===== src/rtl/im_loader.sv =====
// im_loader: serial program loader for the instruction memory.
//
// Receives a big-endian 16-bit word count followed by count*4 program bytes
// and writes each assembled 32-bit word (big-endian) to consecutive
// instruction-memory addresses starting at BASE_ADDR. The processor core is
// held in reset for the whole load and is released only on success.
//
// Ports:
//   clk         rising-edge clock
//   rst_f       synchronous active-high reset
//   load_start  one-cycle request to start a load (ignored while busy)
//   byte_in     serial program byte
//   byte_valid  byte_in holds a valid byte
//   byte_ready  loader accepts byte_in this cycle
//   im_addr     instruction-memory write address
//   im_wdata    instruction word to write
//   im_we       instruction-memory write strobe
//   cpu_rst_f   active-low core reset (0 holds the core in reset)
//   busy        load in progress
//   done        load completed successfully
//   err         load aborted, count exceeded MAX_WORDS
//
// All outputs come straight from flops. Their next values are derived from
// the next state, so each registered output always agrees with the current
// state register.

module im_loader #(
   parameter logic [15:0] BASE_ADDR = 16'h0000,
   parameter logic [15:0] MAX_WORDS = 16'd1024
) (
   input  logic        clk,
   input  logic        rst_f,
   input  logic        load_start,
   input  logic [7:0]  byte_in,
   input  logic        byte_valid,
   output logic        byte_ready,
   output logic [15:0] im_addr,
   output logic [31:0] im_wdata,
   output logic        im_we,
   output logic        cpu_rst_f,
   output logic        busy,
   output logic        done,
   output logic        err
);

   typedef enum logic [2:0] {
      IDLE   = 3'd0,
      HDR_HI = 3'd1,
      HDR_LO = 3'd2,
      LOAD   = 3'd3,
      WRITE  = 3'd4,
      DONE   = 3'd5,
      ERR    = 3'd6
   } state_e;

   state_e      state_q, state_d;

   logic [15:0] count_q, count_d;
   logic [15:0] word_cnt_q, word_cnt_d;
   logic [1:0]  byte_cnt_q, byte_cnt_d;

   logic        byte_ready_q, byte_ready_d;
   logic [15:0] im_addr_q, im_addr_d;
   logic [31:0] im_wdata_q, im_wdata_d;
   logic        im_we_q, im_we_d;
   logic        cpu_rst_f_q, cpu_rst_f_d;
   logic        busy_q, busy_d;
   logic        done_q, done_d;
   logic        err_q, err_d;

   logic        xfer;
   logic        start;
   logic [15:0] hdr_count;

   // byte_ready_q is high exactly in the byte-accepting states.
   assign xfer      = byte_valid && byte_ready_q;
   assign start     = load_start &&
                      ((state_q == IDLE) || (state_q == DONE) || (state_q == ERR));
   // Full count as it will be once the low header byte is captured.
   assign hdr_count = {count_q[15:8], byte_in};

   // State register
   always_ff @(posedge clk) begin
      if (rst_f) begin
         state_q <= IDLE;
      end else begin
         state_q <= state_d;
      end
   end

   // Next-state logic
   always_comb begin
      state_d = state_q;
      case (state_q)
         IDLE, DONE, ERR: begin
            if (start) state_d = HDR_HI;
         end
         HDR_HI: begin
            if (xfer) state_d = HDR_LO;
         end
         HDR_LO: begin
            if (xfer) begin
               if (hdr_count == 16'd0)            state_d = DONE;
               else if (hdr_count > MAX_WORDS)    state_d = ERR;
               else                               state_d = LOAD;
            end
         end
         LOAD: begin
            if (xfer && (byte_cnt_q == 2'd3)) state_d = WRITE;
         end
         WRITE: begin
            // word_cnt_q counts words written before this one.
            if ((word_cnt_q + 16'd1) == count_q) state_d = DONE;
            else                                 state_d = LOAD;
         end
         default: state_d = IDLE;
      endcase
   end

   // Output and datapath logic
   always_comb begin
      count_d    = count_q;
      word_cnt_d = word_cnt_q;
      byte_cnt_d = byte_cnt_q;
      im_addr_d  = im_addr_q;
      im_wdata_d = im_wdata_q;

      if (start) begin
         im_addr_d  = BASE_ADDR;
         count_d    = 16'd0;
         word_cnt_d = 16'd0;
         byte_cnt_d = 2'd0;
      end

      case (state_q)
         HDR_HI: begin
            if (xfer) count_d[15:8] = byte_in;
         end
         HDR_LO: begin
            if (xfer) count_d[7:0] = byte_in;
         end
         LOAD: begin
            if (xfer) begin
               // Byte lane chosen by position: first byte lands in the MSBs.
               case (byte_cnt_q)
                  2'd0:    im_wdata_d[31:24] = byte_in;
                  2'd1:    im_wdata_d[23:16] = byte_in;
                  2'd2:    im_wdata_d[15:8]  = byte_in;
                  default: im_wdata_d[7:0]   = byte_in;
               endcase
               byte_cnt_d = byte_cnt_q + 2'd1;
            end
         end
         WRITE: begin
            // Advance only after the write cycle so addr/data stay stable
            // while im_we is high.
            im_addr_d  = im_addr_q + 16'd1;
            word_cnt_d = word_cnt_q + 16'd1;
         end
         default: ;
      endcase

      byte_ready_d = (state_d == HDR_HI) || (state_d == HDR_LO) || (state_d == LOAD);
      im_we_d      = (state_d == WRITE);
      busy_d       = (state_d == HDR_HI) || (state_d == HDR_LO) ||
                     (state_d == LOAD)   || (state_d == WRITE);
      done_d       = (state_d == DONE);
      err_d        = (state_d == ERR);
      cpu_rst_f_d  = (state_d == DONE);
   end

   // Output and datapath registers
   always_ff @(posedge clk) begin
      if (rst_f) begin
         count_q      <= 16'd0;
         word_cnt_q   <= 16'd0;
         byte_cnt_q   <= 2'd0;
         byte_ready_q <= 1'b0;
         im_addr_q    <= BASE_ADDR;
         im_wdata_q   <= 32'd0;
         im_we_q      <= 1'b0;
         cpu_rst_f_q  <= 1'b0;
         busy_q       <= 1'b0;
         done_q       <= 1'b0;
         err_q        <= 1'b0;
      end else begin
         count_q      <= count_d;
         word_cnt_q   <= word_cnt_d;
         byte_cnt_q   <= byte_cnt_d;
         byte_ready_q <= byte_ready_d;
         im_addr_q    <= im_addr_d;
         im_wdata_q   <= im_wdata_d;
         im_we_q      <= im_we_d;
         cpu_rst_f_q  <= cpu_rst_f_d;
         busy_q       <= busy_d;
         done_q       <= done_d;
         err_q        <= err_d;
      end
   end

   assign byte_ready = byte_ready_q;
   assign im_addr    = im_addr_q;
   assign im_wdata   = im_wdata_q;
   assign im_we      = im_we_q;
   assign cpu_rst_f  = cpu_rst_f_q;
   assign busy       = busy_q;
   assign done       = done_q;
   assign err        = err_q;

endmodule


===== config.mk =====
export PLATFORM = sky130hd
export DESIGN_NAME = im_loader
export DESIGN_NICKNAME = d
export VERILOG_FILES = /design/src/rtl/im_loader.sv
export SDC_FILE = /design/constraint.sdc
export NUM_CORES = 1
export LEC_CHECK = 0
export CORE_MARGIN = 2
export CORE_UTILIZATION = 55
export CTS_CLUSTER_SIZE = 40
export DETAILED_ROUTE_END_ITERATION = 8
export HOLD_SLACK_MARGIN = 0.06
export PLACE_DENSITY = 0.81
export SETUP_SLACK_MARGIN = 0.4
export SLEW_MARGIN = 20
export SYNTH_ARGS = -nofsm -noshare
export SYNTH_HDL_FRONTEND = slang
export SYNTH_SLANG_ARGS = --single-unit

===== constraint.sdc =====
create_clock -name clk -period 6.3 [get_ports clk]
set_input_delay 1.26 -clock clk [delete_from_list [all_inputs] [get_ports clk]]
set_output_delay 1.26 -clock clk [all_outputs]
set_load 0.01 [all_outputs]

==> results.sh <==
export IMPL_fillers=666
export IMPL_powerDensity_nw_per_um2=198.2
export IMPL_max_freq_mhz=313.4
export IMPL_rsz0062_at_grt="no"
export IMPL_area_growth_pct=18.24
export IMPL_nets=632
export IMPL_initial_core_util=0.5723
export IMPL_layout_commonest_cell="dfxtp_1"
export IMPL_clock_latency_ns=0.36
export IMPL_grt_pass1_vias=3887
export IMPL_antenna_found_initial=0
export IMPL_worst_r2r_endpoint="state_q[1]"
export IMPL_status="finished clean"
export IMPL_hold_depth=2
export IMPL_routabilityCongestion=0.8931
export IMPL_period_needed_ns=3.190
export IMPL_drive_above_1_share=0.04700
export IMPL_clkSinkCount=90
export IMPL_post_cts_buffers=0
export IMPL_track_usage=0.2539
export IMPL_htree_num_levels=3
export IMPL_slew_headroom=0.3917
export IMPL_place_port_buffers=65
export IMPL_ys_warn_count=0
export IMPL_wirelength_um=11030
export IMPL_synth_nets=596
export IMPL_cts_path_max_buffers=2
export IMPL_dieArea_um2=8818
export IMPL_maxCapViolCount=0
export IMPL_cts_resized=0
export IMPL_cts_root_buf="clkbuf_8"
export IMPL_die_w_um=93.91
export IMPL_worstPathArrival_ns=3.40
export IMPL_layout_common_cells="dfxtp_1, a21oi_1, nand2_1"
export IMPL_tns_ns=0
export IMPL_cts_tree="done"
export IMPL_hold_viol_final=0
export IMPL_fp_row_count=32
export IMPL_ys_ff_latch=90
export IMPL_syn_avg_cell_area_um2=7.705
export IMPL_r2r_slack_ns=3.50
export IMPL_die_h_um=93.91
export IMPL_core_um2=7767
export IMPL_irDropWorstVdd_mv=0.1344
export IMPL_clock_skew_final_ns=0.01635
export IMPL_worstMarginPinSlew_ns=0.9125
export IMPL_postRouteAntennaNets=0
export IMPL_timing_rr_start="word_cnt_q[0]"
export IMPL_clk_pin_slew_ns=0.10
export IMPL_synth_edf_count=0
export IMPL_drcViolationCount=0
export IMPL_grt_pass1_wl_um=18090
export IMPL_hold_class="reg2reg"
export IMPL_synthCells=577
export IMPL_grt_max_degree=91
export IMPL_hold_slack_ns=0.4587
export IMPL_critPathRequiredTime_ns=6.51
export IMPL_async_flop_share=0
export IMPL_synth_cell_types=53
export IMPL_synth_ff_type="dfxtp_1"
export IMPL_ios=66
export IMPL_cts_buffers=9
export IMPL_cp_max_fo=22
export IMPL_ff2ff_path_depth=8
export IMPL_utilization=0.6767
export IMPL_cellLeakagePower_nw=1.691
export IMPL_drt_iter0_markers=307
export IMPL_period_share=0.5064
export IMPL_seq_area_frac_synth=0.4053
export IMPL_cp_start_kind="input pin"
export IMPL_hp_start="im_wdata[3]"
export IMPL_hold_buffers=0
export IMPL_criticalPathCategory="in2reg"
export IMPL_wl_per_cell_um=15.35
export IMPL_grt_remaining_overflow=0
export IMPL_vias=4346
export IMPL_dp_hpwl_um=7451
export IMPL_hold_end="im_wdata[3]"
export IMPL_synth_area_um2=4446
export IMPL_drt_pass1_iter_count=4
export IMPL_setup_viol=0
export IMPL_slew_viol_final=0
export IMPL_viasPerCell=6.045
export IMPL_worst_setup_path_end_kind="flop"
export IMPL_antennaDiodeCount=0
## synthesized netlist by cell type, types with 8 or more instances
cell type / number / share of area
a21oi_1: 83 / 0.093
and3_1: 10 / 0.014
clkbuf_1: 38 / 0.032
dfxtp_1: 90 / 0.41
nand2_1: 75 / 0.063
nand3_1: 69 / 0.078
nand4_1: 9 / 0.013
nor2_1: 37 / 0.031
nor3_1: 8 / 0.0090
o21ai_0: 23 / 0.026
or3_1: 8 / 0.011
xnor2_1: 15 / 0.030
## final cells by class
| type | instances | area (µm²) | area share |
|---|---|---|---|
| clock inverters | 5 | 62.56 | 0.01190 |
| flip-flops and latches | 90 | 1802 | 0.3428 |
| multi-input cells | 436 | 2431 | 0.4625 |
| inverters | 6 | 22.52 | 0.004285 |
| clock buffers | 10 | 127.6 | 0.02428 |
| repair buffers | 70 | 683.2 | 0.1300 |
| well taps | 102 | 127.6 | 0.02428 |
## worst max-delay path: stages
cell and delay [ns]:
clkdlybuf4s50_1 0.51, nand2_1 0.15, nor2_1 0.14, and2_1 0.61, buf_4 0.33, nand2_1 0.20
nand2_1 0.13, a21oi_1 0.07
## cell families (layout without fill, tap and decap cells)
family / after synthesis / count (layout) / share of synthesized area
xor+xnor: 21 / 21 / 0.04137
compound gates: 143 / 143 / 0.1849
mux: 1 / 1 / 0.002252
fa+ha+maj: 8 / 8 / 0.02195
simple gates: 263 / 263 / 0.2955
flops: 90 / 90 / 0.4053
buf+inv: 51 / 91 / 0.04869
## flip-flops by register name, summed over array words and instances, names as in the netlist
register and cells:
err 1, word_cnt_q 16, im_addr 16, done 1
busy 1, im_we 1, byte_ready 1, byte_cnt_q 2
im_wdata 32, state_q 3, count_q 16
## metal layers
metal  part of all wire  GRT usage  up-vias
met2               0.48     0.4232      148
met5                  0          0        -
met3              0.061    0.05538       21
met1               0.44     0.3241     2057
met4              0.016    0.08937        0
li1                   -          -     2120
## where the power goes
group          internal (W)  total [W]  switching [W]  leakage [nW]
logic             0.0000232  0.0000677      0.0000445         0.876
clock network      0.000184   0.000397       0.000212        0.0894
registers          0.000573   0.000577     0.00000495         0.726
## worst max-delay path by stage
stage,from,endpoint
2_1_floorplan,byte_in[5],busy
3_3_place_gp,byte_valid,im_wdata[4]
3_5_place_dp,byte_valid,im_wdata[5]
4_1_cts,byte_valid,im_wdata[5]
5_1_grt,byte_valid,im_wdata[10]
6_report,byte_valid,im_wdata[9]
## per-stage QoR
step | power [W] | instance area [µm²] | setup WS [ns] | instances
final | 0.001042 | 5256 | 3.110 | 719
after global routing | 0.001076 | 5256 | 2.928 | 719
after CTS | 0.001046 | 5256 | 3.141 | 719
after detailed placement | 0.0006573 | 5066 | 2.753 | 704
after global placement | 0.0006556 | 5066 | 2.837 | 704
after floorplan | 0.0006291 | 4446 | 3.600 | 577
No activity file was read; power rests on OpenSTA's default activity.
